<file path="config.mk">
export PLATFORM = sky130hd
export DESIGN_NAME = conv_window_mac
export DESIGN_NICKNAME = d
export VERILOG_FILES = /design/src/rtl/cnn_pkg.sv /design/src/rtl/fx_round_sat.sv /design/src/rtl/conv_window_mac.sv
export SDC_FILE = /design/constraint.sdc
export NUM_CORES = 2
export LEC_CHECK = 0
export CORE_ASPECT_RATIO = 0.8
export CORE_UTILIZATION = 50
export CTS_BUF_LIST = sky130_fd_sc_hd__clkbuf_8
export CTS_CLUSTER_DIAMETER = 120
export DETAILED_ROUTE_END_ITERATION = 6
export PLACE_DENSITY = 0.75
export SLEW_MARGIN = 15
export SYNTH_ARGS = -nofsm -noshare
export SYNTH_HDL_FRONTEND = slang
export SYNTH_SLANG_ARGS = --single-unit
</file>
<file path="constraint.sdc">
create_clock -name clk -period 91.3 [get_ports clk]
set_clock_uncertainty 0.15 [all_clocks]
set_input_delay 22.825 -clock clk [delete_from_list [all_inputs] [get_ports clk]]
set_output_delay 22.825 -clock clk [all_outputs]
set_load 0.05 [all_outputs]
</file>
<file path="src/rtl/cnn_pkg.sv">
// Shared fixed-point CNN definitions: word geometry, MAC FSM states, Q5.10 constants.
// Latency: n/a (types and constants only).
// Backpressure: n/a.
package cnn_pkg;

  // Q5.10 signed words, 5x5 windows, 40-bit signed accumulation
  localparam int DATA_WIDTH = 16;
  localparam int FRAC_BITS  = 10;
  localparam int BLOCK_SIZE = 25;
  localparam int ACC_WIDTH  = 40;

  // Job sequencing of the serial MAC engine
  typedef enum logic [1:0] {
    ST_IDLE  = 2'd0,
    ST_MAC   = 2'd1,
    ST_ROUND = 2'd2,
    ST_DONE  = 2'd3
  } state_t;

  // Q5.10 reference values
  localparam logic [DATA_WIDTH-1:0] Q_ONE = 16'h0400;
  localparam logic [DATA_WIDTH-1:0] Q_MAX = 16'h7FFF;
  localparam logic [DATA_WIDTH-1:0] Q_MIN = 16'h8000;

endpackage

</file>
<file path="src/rtl/fx_round_sat.sv">
// Adds a bias to a wide accumulator, rounds half toward +inf, drops FRAC_BITS, saturates, optional ReLU.
// Latency: purely combinational.
// Backpressure: none; the caller registers the result when it needs it.
module fx_round_sat
  import cnn_pkg::*;
#(
  parameter int DATA_WIDTH = cnn_pkg::DATA_WIDTH,
  parameter int FRAC_BITS  = cnn_pkg::FRAC_BITS,
  parameter int ACC_WIDTH  = cnn_pkg::ACC_WIDTH
) (
  input  logic signed [ACC_WIDTH-1:0]  acc,
  input  logic signed [DATA_WIDTH-1:0] bias,
  input  logic                         relu_en,
  output logic        [DATA_WIDTH-1:0] result
);

  // Two guard bits so acc + aligned bias + half LSB can never wrap
  localparam int SUM_W = ACC_WIDTH + 2;

  localparam logic signed [SUM_W-1:0] HALF    = SUM_W'(1) <<< (FRAC_BITS - 1);
  localparam logic signed [SUM_W-1:0] SAT_MAX = SUM_W'((1 << (DATA_WIDTH - 1)) - 1);
  localparam logic signed [SUM_W-1:0] SAT_MIN = SUM_W'(-(1 << (DATA_WIDTH - 1)));

  logic signed [SUM_W-1:0]      acc_ext;
  logic signed [SUM_W-1:0]      bias_ext;
  logic signed [SUM_W-1:0]      sum;
  logic signed [SUM_W-1:0]      shifted;
  logic        [DATA_WIDTH-1:0] sat;

  // Bias is aligned to the accumulator's 2*FRAC_BITS binary point before adding
  assign acc_ext  = SUM_W'(acc);
  assign bias_ext = SUM_W'(bias) <<< FRAC_BITS;
  assign sum      = acc_ext + bias_ext + HALF;
  assign shifted  = sum >>> FRAC_BITS;

  // Clamp to the representable word range, then zero negatives when ReLU is on
  always_comb begin
    sat = shifted[DATA_WIDTH-1:0];
    if (shifted > SAT_MAX) begin
      sat = {1'b0, {(DATA_WIDTH-1){1'b1}}};
    end else if (shifted < SAT_MIN) begin
      sat = {1'b1, {(DATA_WIDTH-1){1'b0}}};
    end
    result = (relu_en && sat[DATA_WIDTH-1]) ? '0 : sat;
  end

endmodule

</file>
<file path="src/rtl/conv_window_mac.sv">
// Serial MAC over one 5x5 window and kernel plus bias, producing one rounded/saturated/ReLU'd pixel.
// Latency: accept edge 0, products on edges 1..25, result valid from edge 26; one job per 28 cycles at best.
// Backpressure: in_ready only in IDLE; the result is held in DONE until out_ready, stalling indefinitely.
module conv_window_mac #(
  parameter int DATA_WIDTH = cnn_pkg::DATA_WIDTH,
  parameter int FRAC_BITS  = cnn_pkg::FRAC_BITS,
  parameter int BLOCK_SIZE = cnn_pkg::BLOCK_SIZE,
  parameter int ACC_WIDTH  = cnn_pkg::ACC_WIDTH
) (
  input  logic                             clk,
  input  logic                             rst,
  input  logic [DATA_WIDTH*BLOCK_SIZE-1:0] window_in,
  input  logic [DATA_WIDTH*BLOCK_SIZE-1:0] kernel_in,
  input  logic [DATA_WIDTH-1:0]            bias_in,
  input  logic                             relu_en,
  input  logic                             in_valid,
  output logic                             in_ready,
  output logic [DATA_WIDTH-1:0]            out_data,
  output logic                             out_valid,
  input  logic                             out_ready,
  output logic                             busy
);

  import cnn_pkg::*;

  localparam int               IDX_W    = $clog2(BLOCK_SIZE);
  localparam int               PROD_W   = 2 * DATA_WIDTH;
  localparam logic [IDX_W-1:0] LAST_IDX = IDX_W'(BLOCK_SIZE - 1);

  state_t                       state;
  logic [IDX_W-1:0]             idx;
  logic signed [ACC_WIDTH-1:0]  acc;

  // Private copies of the job so upstream may move on right after the accept
  logic signed [DATA_WIDTH-1:0] win_q [BLOCK_SIZE];
  logic signed [DATA_WIDTH-1:0] ker_q [BLOCK_SIZE];
  logic signed [DATA_WIDTH-1:0] bias_q;
  logic                         relu_q;

  logic signed [DATA_WIDTH-1:0] win_cur;
  logic signed [DATA_WIDTH-1:0] ker_cur;
  logic signed [PROD_W-1:0]     prod;
  logic        [DATA_WIDTH-1:0] result;
  logic                         accept;

  // in_ready is gated by rst so nothing is offered while reset is held
  assign in_ready = (state == ST_IDLE) && !rst;
  assign busy     = (state != ST_IDLE);
  assign accept   = in_valid && in_ready;

  // One shared multiplier, stepped through the window by idx
  assign win_cur = win_q[idx];
  assign ker_cur = ker_q[idx];
  assign prod    = win_cur * ker_cur;

  fx_round_sat #(
    .DATA_WIDTH (DATA_WIDTH),
    .FRAC_BITS  (FRAC_BITS),
    .ACC_WIDTH  (ACC_WIDTH)
  ) u_round_sat (
    .acc     (acc),
    .bias    (bias_q),
    .relu_en (relu_q),
    .result  (result)
  );

  // Capture window, kernel, bias and ReLU mode on the accepting edge
  always_ff @(posedge clk or posedge rst) begin
    if (rst) begin
      for (int i = 0; i < BLOCK_SIZE; i++) begin
        win_q[i] <= '0;
        ker_q[i] <= '0;
      end
      bias_q <= '0;
      relu_q <= 1'b0;
    end else if (accept) begin
      for (int i = 0; i < BLOCK_SIZE; i++) begin
        win_q[i] <= window_in[i*DATA_WIDTH +: DATA_WIDTH];
        ker_q[i] <= kernel_in[i*DATA_WIDTH +: DATA_WIDTH];
      end
      bias_q <= bias_in;
      relu_q <= relu_en;
    end
  end

  // Job FSM: accumulate BLOCK_SIZE products, register the rounded result, hold it until taken
  always_ff @(posedge clk or posedge rst) begin
    if (rst) begin
      state     <= ST_IDLE;
      idx       <= '0;
      acc       <= '0;
      out_data  <= '0;
      out_valid <= 1'b0;
    end else begin
      case (state)
        ST_IDLE: begin
          if (accept) begin
            acc   <= '0;
            idx   <= '0;
            state <= ST_MAC;
          end
        end
        ST_MAC: begin
          // 25 products of at most 2^30 fit in 40 signed bits, so no wrap guard
          acc <= acc + ACC_WIDTH'(prod);
          if (idx == LAST_IDX) begin
            idx   <= '0;
            state <= ST_ROUND;
          end else begin
            idx <= idx + 1'b1;
          end
        end
        ST_ROUND: begin
          out_data  <= result;
          out_valid <= 1'b1;
          state     <= ST_DONE;
        end
        ST_DONE: begin
          if (out_ready) begin
            out_valid <= 1'b0;
            state     <= ST_IDLE;
          end
        end
        default: begin
          state <= ST_IDLE;
        end
      endcase
    end
  end

endmodule

</file>
==> flow_summary.json <==
{
  "placedCellCount": 7732,
  "route.vias.total": 43500,
  "die_w_um": 367,
  "layout_common_cells": "2649 x nand2_1, 876 x dfrtp_1, 839 x clkdlybuf4s50_1",
  "async_reset_ff_share_pct": 100,
  "cts_hold_buf": 0,
  "cts_tree": "yes",
  "cp_common_cell": "clkdlybuf4s50_1",
  "worstSetupStartpointType": "input pin",
  "endpoint_kind": "output pin",
  "pin_count": 840,
  "hold_class": "reg -> reg",
  "fin_tns_setup_ns": 0,
  "finalHoldViolations": 0,
  "clockRootBuffer": "clkbuf_8",
  "dpl_worst_slack_ns": 43.86,
  "first_pass_iters": 5,
  "timing.rr.start": "idx[0]",
  "crit_path_end": "in_ready",
  "timing.fmax_mhz": 21.1,
  "slowest_delay_ns": 0.85,
  "grt-ovfl-total": 0,
  "synth_edf_count": 0,
  "crit_cells": 3,
  "cp_cell_sequence": "clkdlybuf4s50_1 -> nor2_1 -> clkdlybuf4s50_1",
  "cp.required_ns": 68.32,
  "port_buffers": 839,
  "htreeDepth": 4,
  "dieArea_um2": 108000,
  "yosysUniqueCellTypes": 67,
  "grt_setup_unrepaired": "false",
  "worstSkewPairLatency_ns": 0.89,
  "cpLargestDelayFamily": "buffers and inverters",
  "synthFlopType": "dfrtp_1",
  "yosys_warnings": 0,
  "cts_setup_buffers": 0,
  "dp_hpwl_mm": 132,
  "worst_path_max_delay_cell": "clkdlybuf4s50_1",
  "fp.dieH_um": 294,
  "ys_seq_area_share_pct": 41.5,
  "drive_above_1_share_pct": 8.44,
  "synthCells": 5714,
  "post-route-min-period_ns": 47.43,
  "drc_errors": 0,
  "grt.total_usage_pct": 33.0,
  "gp_congestion": 0.945,
  "drt_iter0_markers": 4219,
  "crit_fanout": 2,
  "setup_violations": 0,
  "postRouteAntennaNets": 0,
  "reg2reg_depth": 31,
  "postSynthRegisterBits": 881,
  "crit_start": "rst",
  "final_common_cell": "nand2_1",
  "grt_max_degree": 184,
  "worst_ep_arrival_time_ns": 24.45,
  "outcome": "completed",
  "antenna_found_initial": 91,
  "holdWs_ns": 0.319,
  "clkTransAtPathRegs_ns": 0.06,
  "grt_pass1_vias": 44200,
  "grt_first_pass_wirelength_mm": 266,
  "finalNonFillerCells": 8064,
  "layout.nets": 7778,
  "slew_violations": 0,
  "synthesis.area_um2": 53100,
  "post_cts_resized": 0,
  "crit_buf_inv": 2,
  "cts_sinks": 881,
  "r2r-end": "acc[38]",
  "drt-total-wl_mm": 174,
  "slew_headroom_pct": 21.1,
  "area_growth_syn_to_layout_pct": 24.1,
  "postLayoutSetupSlackWorst_ns": 43.87,
  "rows": 106,
  "worstMarginPinSlew_ns": 1.15,
  "min_period_over_period_pct": 51.9,
  "synth_fp_nets": 7018,
  "critical_path_class": "in -> out",
  "avgSynthCellArea_um2": 9.30,
  "clockBufferDepth": 3,
  "wl_per_cell_um": 21.6,
  "avgViaCountPerCell": 5.40,
  "initial_core_util_pct": 50.7,
  "max-cap-violations": 0,
  "cts_buffers": 144,
  "core_area_um2": 105000,
  "r2r_slack_ns": 79.23
}
## per-layer routing
metal	wire length [um]	global-route usage, %	vias to the layer above	share of wire [%]
met2	79300	49.9	1786	45
met1	70900	43.9	21700	41
met3	16400	9.68	386	9.4
li1	-	-	19700	-
met4	7550	15.5	32	4.3
met5	210	0	-	0.12
## registers in the layout, summed over array words and instances (netlist names), 2 cells and up
signal,flops
ker_q,400
win_q,400
acc,40
bias_q,16
out_data,16
idx,5
state,2
## worst min-delay path by stage
stage,from,end,slack [ns],cells after the start
final,ker_q[209],ker_q[209],0.32,2
after global routing,win_q[366],win_q[366],0.33,2
after CTS,win_q[366],win_q[366],0.32,2
after detailed placement,win_q[362],win_q[362],0.31,2
after global placement,win_q[19],win_q[19],0.30,2
after floorplan,ker_q[100],ker_q[100],0.29,2
## tightest hold or removal path: stages (launching register included)
cell     delay, ns
dfrtp_1       0.33
nand2_1       0.05
nand2_1       0.05
## synth_stat cells (7+ instances only)
| master | number | area (um^2) |
|---|---|---|
| mux4_2 | 224 | 5040 |
| nor2_1 | 155 | 582 |
| nor4_1 | 7 | 43.8 |
| mux2i_1 | 56 | 561 |
| dfrtp_1 | 881 | 22000 |
| nand2b_1 | 24 | 150 |
| nor3_1 | 16 | 80.1 |
| nand4_1 | 8 | 50.1 |
| o21bai_1 | 10 | 75.1 |
| or2_2 | 11 | 68.8 |
| o21a_1 | 12 | 90.1 |
| clkbuf_1 | 230 | 863 |
| and3_1 | 7 | 43.8 |
| fa_1 | 331 | 6630 |
| inv_1 | 450 | 1690 |
| nand2_1 | 2650 | 9950 |
| nand3_1 | 11 | 55.1 |
| xor2_1 | 20 | 175 |
| or3_1 | 9 | 56.3 |
| a21o_1 | 33 | 248 |
| and2_1 | 9 | 56.3 |
| ha_1 | 152 | 1900 |
| o31ai_1 | 8 | 60.1 |
| buf_2 | 35 | 175 |
| a21oi_1 | 62 | 310 |
| a211oi_1 | 7 | 52.6 |
| a32o_1 | 16 | 160 |
| a22o_1 | 11 | 96.3 |
| o21ai_0 | 113 | 566 |
| buf_1 | 23 | 86.3 |
| nor2b_1 | 20 | 125 |
| xnor2_1 | 39 | 342 |
| mux2_2 | 13 | 146 |
## logic make-up after synthesis
| group | share of synthesized area, % |
|---|---|
| simple gates | 21.4 |
| flops | 41.5 |
| buf+inv | 5.35 |
| fa+ha+maj | 16.0 |
| compound gates | 3.97 |
| mux | 10.8 |
| xor+xnor | 0.972 |
## through the flow
step,area [um^2],utilization [%]
3_5_place_dp,62700,59.8
5_1_grt,65900,62.8
6_report,65900,62.9
4_1_cts,65700,62.7
2_1_floorplan,53100,-
3_3_place_gp,62700,59.8
## final cells by class
type / count / area, um^2
repair buffers: 905 / 8930
clock inverters: 77 / 493
diodes: 73 / 183
inverters: 450 / 1700
well taps: 1404 / 1760
fillers: 8559 / 39000
flip-flops and latches: 881 / 22100
multi-input cells: 4092 / 28300
clock buffers: 182 / 2500
Power is not shown: default switching activity piles up to over one toggle a cycle in this logic, so the estimate is an artifact.
